--- src/rtl/msrv32_integer_file_sb_if.sv ---
// Writeback, issue and operand-read signals of the integer register file.
// The master modport is the core side (writeback mux + decode); the slave modport is the register file.
interface msrv32_integer_file_sb_if #(
  parameter int DATA_WIDTH = 32,
  parameter int ADDR_WIDTH = 5
);
  logic                  wr_en_in;
  logic [ADDR_WIDTH-1:0] rd_addr_in;
  logic [DATA_WIDTH-1:0] rd_in;
  logic                  issue_en_in;
  logic [ADDR_WIDTH-1:0] issue_rd_addr_in;
  logic [ADDR_WIDTH-1:0] rs_1_addr_in;
  logic [ADDR_WIDTH-1:0] rs_2_addr_in;
  logic [DATA_WIDTH-1:0] rs_1_out;
  logic [DATA_WIDTH-1:0] rs_2_out;
  logic                  rs_1_busy_out;
  logic                  rs_2_busy_out;
  logic                  stall_out;

  modport master (
    output wr_en_in, rd_addr_in, rd_in, issue_en_in, issue_rd_addr_in,
           rs_1_addr_in, rs_2_addr_in,
    input  rs_1_out, rs_2_out, rs_1_busy_out, rs_2_busy_out, stall_out
  );

  modport slave (
    input  wr_en_in, rd_addr_in, rd_in, issue_en_in, issue_rd_addr_in,
           rs_1_addr_in, rs_2_addr_in,
    output rs_1_out, rs_2_out, rs_1_busy_out, rs_2_busy_out, stall_out
  );
endinterface

--- src/rtl/msrv32_integer_file_sb.sv ---
// Integer register file with per-register busy scoreboard and operand stall.
// Optional same-cycle writeback forwarding: define MSRV32_RF_WB_BYPASS_EN.
module msrv32_integer_file_sb #(
  parameter int DATA_WIDTH = 32,
  parameter int ADDR_WIDTH = 5
) (
  input  logic                    ms_riscv32_mp_clk_in,
  input  logic                    ms_riscv32_mp_rst_in,
  msrv32_integer_file_sb_if.slave rf
);
  localparam int NREG = 1 << ADDR_WIDTH;

  logic [DATA_WIDTH-1:0] regs_reg [NREG];
  logic [NREG-1:0]       busy_reg;
  logic [NREG-1:0]       busy_next;
  logic                  wr_hit;
  logic                  issue_hit;

  assign wr_hit    = rf.wr_en_in    && (rf.rd_addr_in       != '0);
  assign issue_hit = rf.issue_en_in && (rf.issue_rd_addr_in != '0);

  // Set is applied after clear so a new producer supersedes the retiring one.
  always_comb begin
    busy_next = busy_reg;
    if (wr_hit)
      busy_next[rf.rd_addr_in] = 1'b0;
    if (issue_hit)
      busy_next[rf.issue_rd_addr_in] = 1'b1;
    busy_next[0] = 1'b0;
  end

  always_ff @(posedge ms_riscv32_mp_clk_in or posedge ms_riscv32_mp_rst_in) begin
    if (ms_riscv32_mp_rst_in) begin
      busy_reg <= '0;
      for (int i = 0; i < NREG; i++)
        regs_reg[i] <= '0;
    end else begin
      busy_reg <= busy_next;
      if (wr_hit)
        regs_reg[rf.rd_addr_in] <= rf.rd_in;
    end
  end

  logic [ADDR_WIDTH-1:0] rs_addr [2];
  logic [DATA_WIDTH-1:0] rs_data [2];
  logic                  rs_busy [2];

  assign rs_addr[0] = rf.rs_1_addr_in;
  assign rs_addr[1] = rf.rs_2_addr_in;

  genvar gi;
  generate
    for (gi = 0; gi < 2; gi++) begin : g_read
      logic addr_zero;
      assign addr_zero = (rs_addr[gi] == '0);
`ifdef MSRV32_RF_WB_BYPASS_EN
      logic fwd_hit;
      logic reissue;
      // Forwarding is suppressed under reset so outputs stay zero while it is held.
      assign fwd_hit = wr_hit && !ms_riscv32_mp_rst_in && (rf.rd_addr_in == rs_addr[gi]);
      assign reissue = issue_hit && (rf.issue_rd_addr_in == rs_addr[gi]);
      assign rs_data[gi] = addr_zero ? '0   : (fwd_hit ? rf.rd_in : regs_reg[rs_addr[gi]]);
      assign rs_busy[gi] = addr_zero ? 1'b0 : (fwd_hit ? reissue  : busy_reg[rs_addr[gi]]);
`else
      assign rs_data[gi] = addr_zero ? '0   : regs_reg[rs_addr[gi]];
      assign rs_busy[gi] = addr_zero ? 1'b0 : busy_reg[rs_addr[gi]];
`endif
    end
  endgenerate

  assign rf.rs_1_out      = rs_data[0];
  assign rf.rs_2_out      = rs_data[1];
  assign rf.rs_1_busy_out = rs_busy[0];
  assign rf.rs_2_busy_out = rs_busy[1];
  assign rf.stall_out     = rs_busy[0] | rs_busy[1];
endmodule
--- src/flat_wrapper.sv ---
// flat-port wrapper written by rule: the top's interface ports become plain ports
module msrv32_integer_file_sb_flat 
#(
  parameter int DATA_WIDTH = 32,
  parameter int ADDR_WIDTH = 5
)
  (ms_riscv32_mp_clk_in, ms_riscv32_mp_rst_in, rf_wr_en_in, rf_rd_addr_in, rf_rd_in, rf_issue_en_in, rf_issue_rd_addr_in, rf_rs_1_addr_in, rf_rs_2_addr_in, rf_rs_1_out, rf_rs_2_out, rf_rs_1_busy_out, rf_rs_2_busy_out, rf_stall_out);
  msrv32_integer_file_sb_if #(.DATA_WIDTH(DATA_WIDTH), .ADDR_WIDTH(ADDR_WIDTH)) rf_i ();
  input  logic ms_riscv32_mp_clk_in;
  input  logic ms_riscv32_mp_rst_in;
  input wire logic [$bits(rf_i.wr_en_in)-1:0] rf_wr_en_in;
  input wire logic [$bits(rf_i.rd_addr_in)-1:0] rf_rd_addr_in;
  input wire logic [$bits(rf_i.rd_in)-1:0] rf_rd_in;
  input wire logic [$bits(rf_i.issue_en_in)-1:0] rf_issue_en_in;
  input wire logic [$bits(rf_i.issue_rd_addr_in)-1:0] rf_issue_rd_addr_in;
  input wire logic [$bits(rf_i.rs_1_addr_in)-1:0] rf_rs_1_addr_in;
  input wire logic [$bits(rf_i.rs_2_addr_in)-1:0] rf_rs_2_addr_in;
  output wire logic [$bits(rf_i.rs_1_out)-1:0] rf_rs_1_out;
  output wire logic [$bits(rf_i.rs_2_out)-1:0] rf_rs_2_out;
  output wire logic [$bits(rf_i.rs_1_busy_out)-1:0] rf_rs_1_busy_out;
  output wire logic [$bits(rf_i.rs_2_busy_out)-1:0] rf_rs_2_busy_out;
  output wire logic [$bits(rf_i.stall_out)-1:0] rf_stall_out;
  assign rf_i.wr_en_in = rf_wr_en_in;
  assign rf_i.rd_addr_in = rf_rd_addr_in;
  assign rf_i.rd_in = rf_rd_in;
  assign rf_i.issue_en_in = rf_issue_en_in;
  assign rf_i.issue_rd_addr_in = rf_issue_rd_addr_in;
  assign rf_i.rs_1_addr_in = rf_rs_1_addr_in;
  assign rf_i.rs_2_addr_in = rf_rs_2_addr_in;
  assign rf_rs_1_out = rf_i.rs_1_out;
  assign rf_rs_2_out = rf_i.rs_2_out;
  assign rf_rs_1_busy_out = rf_i.rs_1_busy_out;
  assign rf_rs_2_busy_out = rf_i.rs_2_busy_out;
  assign rf_stall_out = rf_i.stall_out;
  msrv32_integer_file_sb #(.DATA_WIDTH(DATA_WIDTH), .ADDR_WIDTH(ADDR_WIDTH)) u_core (.ms_riscv32_mp_clk_in(ms_riscv32_mp_clk_in), .ms_riscv32_mp_rst_in(ms_riscv32_mp_rst_in), .rf(rf_i));
endmodule
--- config.mk ---
export PLATFORM = sky130hd
export DESIGN_NAME = msrv32_integer_file_sb_flat
export DESIGN_NICKNAME = d
export VERILOG_FILES = /design/src/rtl/msrv32_integer_file_sb_if.sv /design/src/rtl/msrv32_integer_file_sb.sv /design/src/flat_wrapper.sv
export SDC_FILE = /design/constraint.sdc
export NUM_CORES = 2
export LEC_CHECK = 0
export CORE_MARGIN = 3
export CORE_UTILIZATION = 41
export DETAILED_ROUTE_END_ITERATION = 7
export PLACE_DENSITY = 0.54
export RECOVER_POWER = 100
export SETUP_SLACK_MARGIN = 0.5
export SLEW_MARGIN = 25
export SYNTH_ARGS = -nofsm -noshare
export SYNTH_HDL_FRONTEND = slang
export SYNTH_SLANG_ARGS = --single-unit
--- constraint.sdc ---
create_clock -name ms_riscv32_mp_clk_in -period 71 [get_ports ms_riscv32_mp_clk_in]
set_input_delay 14.2 -clock ms_riscv32_mp_clk_in [delete_from_list [all_inputs] [get_ports ms_riscv32_mp_clk_in]]
set_output_delay 14.2 -clock ms_riscv32_mp_clk_in [all_outputs]
set_load 0.1 [all_outputs]
-- Yosys cells after proc, flatten, opt, wreduce, memory -nomap -nowiden
Cells that the tools add are included.
- bits in registers: 1055
- RAM bits: 0
- bits of input ports: 56
- memory bits (read-only): 0
- bits in latches: 0
- word-level logic and storage cells: 82
- memories: 0
- reductions and logical operators: 9
- bitwise logic cells: 7
- add/sub/neg operators: 0
- multiply operators: 0
- divide/modulo/power cells: 0
- $lt $le $gt $ge: 10
- shifts and indexed selects: 0
- mux-type cells: 23
- equality and inequality tests: 0
- operators with widths (cell ; number):
    1024-bit bitwise mux ; 1
    32-bit binary-select mux with 5-bit select ; 2
    32-bit 2-to-1 mux ; 9
    32-bit demux with 5-bit select ; 1
    32-bit AND ; 1
    32-bit NOT ; 1
    32-bit OR ; 1
    5-bit by 6-bit < comparator with 1-bit output (second input constant) ; 4
    6-bit >= comparator (second input constant) ; 3
    5-bit NOT with 6-bit output ; 3
    1-bit binary-select mux with 5-bit select ; 2
    1-bit demux with 5-bit select ; 2
    5-bit by 1-bit >= comparator with 1-bit output (second input constant) ; 2
    5-bit zero test ; 2
    5-bit nonzero test ; 2
    6-bit by 1-bit < comparator with 1-bit output (second input constant) ; 1
    1-bit 2-to-1 mux ; 6
    1-bit logical AND ; 5
    1-bit OR ; 1

-- Depth between registers and ports, before layout
- depth after elaboration: 9
- gate-level depth with buffers: 9
- depth with buffers taken out: 4

-- Worst setup path after synthesis
OpenSTA, ideal clock, no wires.
- path kind: input port to output port
- start point: input port rf_rs_2_addr_in[0]
- end point: output port rf_stall_out
- data required time: 56800 ps
- cell stages on the path: 8
- path slack: 39831 ps
- data arrival time: 16969 ps
- cells stage by stage: buf_2 > buf_6 > buf_2 > buf_2 > mux4_2 > mux2i_1 > a211o_1 > o22ai_1
- word-level cells in the longest chain between the ends: 4
- elaborated cells on any way between the ends: 5
- ends and longest elaborated chain (element ; RTL line ; RTL):
    from (decl) ; flat_wrapper.sv:17 ; input wire logic [$bits(rf_i.rs_2_addr_in)-1:0] rf_rs_2_addr_in;
    1-bit binary-select mux with 5-bit select ; msrv32_integer_file_sb.sv:66 ; assign rs_busy[gi] = addr_zero ? 1'b0 : busy_reg[rs_addr[gi]];
    1-bit 2-to-1 mux (implied by the code) ; msrv32_integer_file_sb.sv:66 ;
    1-bit 2-to-1 mux (*) ; msrv32_integer_file_sb.sv:66 ;
    1-bit OR (*) ; msrv32_integer_file_sb.sv:75 ; assign rf.stall_out = rs_busy[0] | rs_busy[1];
    to (decl) ; flat_wrapper.sv:22 ; output wire logic [$bits(rf_i.stall_out)-1:0] rf_stall_out;
Every way passes the cells marked *; elsewhere a longest branch is shown, timed or not. The select of a mux whose other input is x is not followed.

-- Worst setup path in the final report
- start point: input port rf_rs_2_addr_in[0]
- end point: output port rf_rs_2_out[26]
- word-level cells in the longest chain between the ends: 5
- elaborated cells on any way between the ends: 6
- ends and longest elaborated chain (element ; RTL line ; RTL):
    5-bit NOT with 6-bit output (implied by the code) ; msrv32_integer_file_sb.sv:65 ; assign rs_data[gi] = addr_zero ? '0 : regs_reg[rs_addr[gi]];
    32-bit binary-select mux with 5-bit select ; msrv32_integer_file_sb.sv:65 ;
    32-bit 2-to-1 mux (implied by the code) (2 in series) ; msrv32_integer_file_sb.sv:65 ;
    32-bit 2-to-1 mux (*) ; msrv32_integer_file_sb.sv:65 ;
    to (decl) ; flat_wrapper.sv:19 ; output wire logic [$bits(rf_i.rs_2_out)-1:0] rf_rs_2_out;
Marked as above.

==> results.cfg <==
[run_status]
status = complete, but fails checks
violations = capacitance limit, slew limit

[setup_path]
critPathKind = primary input to output pin
crit_arrival_ns = 26.93
cp-end-kind = output pin
cp_max_fo = 100
startpoint_type = primary input
required_ns = 56.80

[yosys]
synthCells = 3443
synthArstFlopShare_pct = 100.0
ys.flop_type = dfrtp_1
synth-seq-cells = 1055
synth_cell_types = 37
ys_seq_area_share_pct = 47.32
syn_nets = 3499
synth_edf_count = 0
netlist_area_um2 = 55790
yosys_warnings = 0
syn_area_per_cell_um2 = 16.21

[cts]
cts_sinks = 1055
clk_path_buf_depth = 3
post_cts_buffers = 0
ctsResizeCount = 0
clock_latency_ns = 0.71
postCtsHoldBufs = 0
path_clk_slew_ns = 0.06
cts_tree = built
clock-root-buffer = clkbuf_16
numCtsBuffers = 119
h-tree-depth = 3

[routing]
routedWlPerCell_um = 33.93
drc = 0
first_iter_violations = 2756
via_per_inst = 6.397
drt-total-wl_mm = 177.1
dr.pass1.iters = 7
ant_nets = 0
num_vias = 33388

[cells_and_area]
multi_input_area_um2 = 27520
final_common_cell = dfrtp_1
largest_register_ffs = 1024
nets = 3411
syn_to_final_growth_pct = 10.45
fillers = 11575
seqCellArea_um2 = 26400
drive_gt1_share_pct = 53.45
final_cell_mix = dfrtp_1 (1,055), mux2_2 (995), mux4_2 (590)
layout.cells.non_filler = 5219

[power]
p_sw_mw = 0.5474
comb_power_share_pct = 23.6
p_clk_share_pct = 33.6
p_int_mw = 1.319
peakVddDrop_mv = 0.01833
switching_share_pct = 29.33
powerDensity_nw_per_um2 = 30.29
leakage_nw = 26.68
p_seq_share_pct = 42.8

[worst_hold_path]
hp-class = flip-flop to flip-flop

[job]
drv_cap = 60

[timing]
tns_ns = 0
relSlewSlack_pct = -530.4
finClkSkew_ns = 0
final_max_slew_viol_count = 2361
tightest_slew_ns = 9.456
finalSetupViolations = 0
finalHoldViolCount = 0
fin_crit_sh_pct = 57.94
fmax_mhz = 24.31
rsz0062_at_grt = false
period_needed_ns = 41.13

[placed_design]
portBuffers = 122
place_congestion = 0.7730
dp_cells = 5000
dp_hpwl_mm = 97.42

[die]
die_area_um2 = 140500
dieWidth_um = 374.9
die_h_um = 374.9
core_um2 = 134300
num_rows = 134
initial_utilization_pct = 41.55
ios = 123

[global_route]
grt_pass1_vias = 36236
antenna_found_initial = 15
grt_overflow = 0
grt_pass1_wl_mm = 260.9
grt_use_total_pct = 25.39
grt_max_degree = 131
## final timing paths
path / startpoint / end / slack (ns) / cells past startpoint
min in group asynchronous: ms_riscv32_mp_rst_in / u_core.regs_reg[39] / 15.25 / 2
min: u_core.regs_reg[993] / u_core.regs_reg[993] / 0.39 / 0
max: rf_rs_2_addr_in[0] / rf_rs_2_out[26] / 29.87 / 8
max reg2reg: u_core.regs_reg[419] / u_core.regs_reg[419] / 70.18 / 1
min reg2reg: u_core.regs_reg[993] / u_core.regs_reg[993] / 0.39 / 0
max in group asynchronous: ms_riscv32_mp_rst_in / u_core.regs_reg[183] / 38.93 / 7
## Yosys cell counts, types with 5 or more instances
cell type	n	area, um2
inv_1	5	18.77
mux2i_1	130	1301
or3_1	5	31.28
buf_6	24	270.3
buf_2	96	480.5
mux4_2	590	13290
buf_4	7	52.55
dfrtp_1	1055	26400
nor3b_1	7	52.55
mux2_2	995	11200
o22ai_1	67	419.2
nand4b_1	6	52.55
nand2_1	21	78.83
nor2_1	13	48.80
a21o_1	64	480.5
clkbuf_1	234	878.3
o21ai_0	21	105.1
nor3_1	5	25.02
a22o_1	11	96.34
nand2b_1	5	31.28
buf_1	45	168.9
## worst max-delay path, stage by stage
cell,delay (ns)
buf_8,0.33
clkbuf_1,6.56
clkbuf_1,3.14
mux4_2,0.67
mux2i_1,0.11
o22ai_1,0.26
a21o_1,0.21
dlygate4sd3_1,1.26
## metrics by stage
step | hold slack, ns | cell area (um2) | utilization [%] | power [mW] | worst slack [ns]
after floorplan | 0.4413 | 55790 | - | 1.138 | 27.10
after global placement | 0.3763 | 58130 | 43.29 | 1.228 | 36.83
after detailed placement | 0.3833 | 58180 | 43.32 | 1.253 | 37.10
after CTS | 0.3966 | 62130 | 46.26 | 1.884 | 37.11
after global routing | 0.4040 | 61620 | 45.88 | 1.946 | 28.22
final | 0.3939 | 61620 | 45.89 | 1.866 | 29.87
## logic make-up (layout without fill, tap and decap cells)
| logic type | count (synthesis) | in the layout | synth area share [%] |
|---|---|---|---|
| muxes | 1716 | 1716 | 46.25 |
| other | 0 | 1 | 0 |
| buffers and inverters | 411 | 418 | 3.350 |
| AOI/OAI and AO/OA | 178 | 178 | 2.213 |
| DFF | 1055 | 1055 | 47.32 |
| and+or+nand+nor | 83 | 83 | 0.8701 |
## power groups by stage
stage / Sequential [mW] / Clock [mW] / Combinational, mW
floorplan: 0.780 / 0 / 0.359
global placement: 0.793 / 0 / 0.436
detailed placement: 0.806 / 0 / 0.446
CTS: 0.796 / 0.640 / 0.447
global route: 0.813 / 0.666 / 0.467
finish: 0.799 / 0.626 / 0.441
## routing by layer
layer,vias up,global-route usage [%],routed length [um]
met5,-,0,34
met4,4,7.512,5456
met3,303,3.850,10190
met2,1162,41.96,86580
met1,18626,34.87,74820
li1,13293,-,-
## final cells by class
| cell class | instances | area share, % |
|---|---|---|
| clock buffers | 167 | 5.551 |
| repair buffers | 197 | 2.471 |
| clock inverters | 49 | 0.8568 |
| multi-input cells | 1977 | 44.65 |
| well taps | 1768 | 3.590 |
| flip-flops and latches | 1055 | 42.84 |
| diodes | 1 | 0.004061 |
| inverters | 5 | 0.03249 |
No activity file was read; power rests on OpenSTA's default activity.
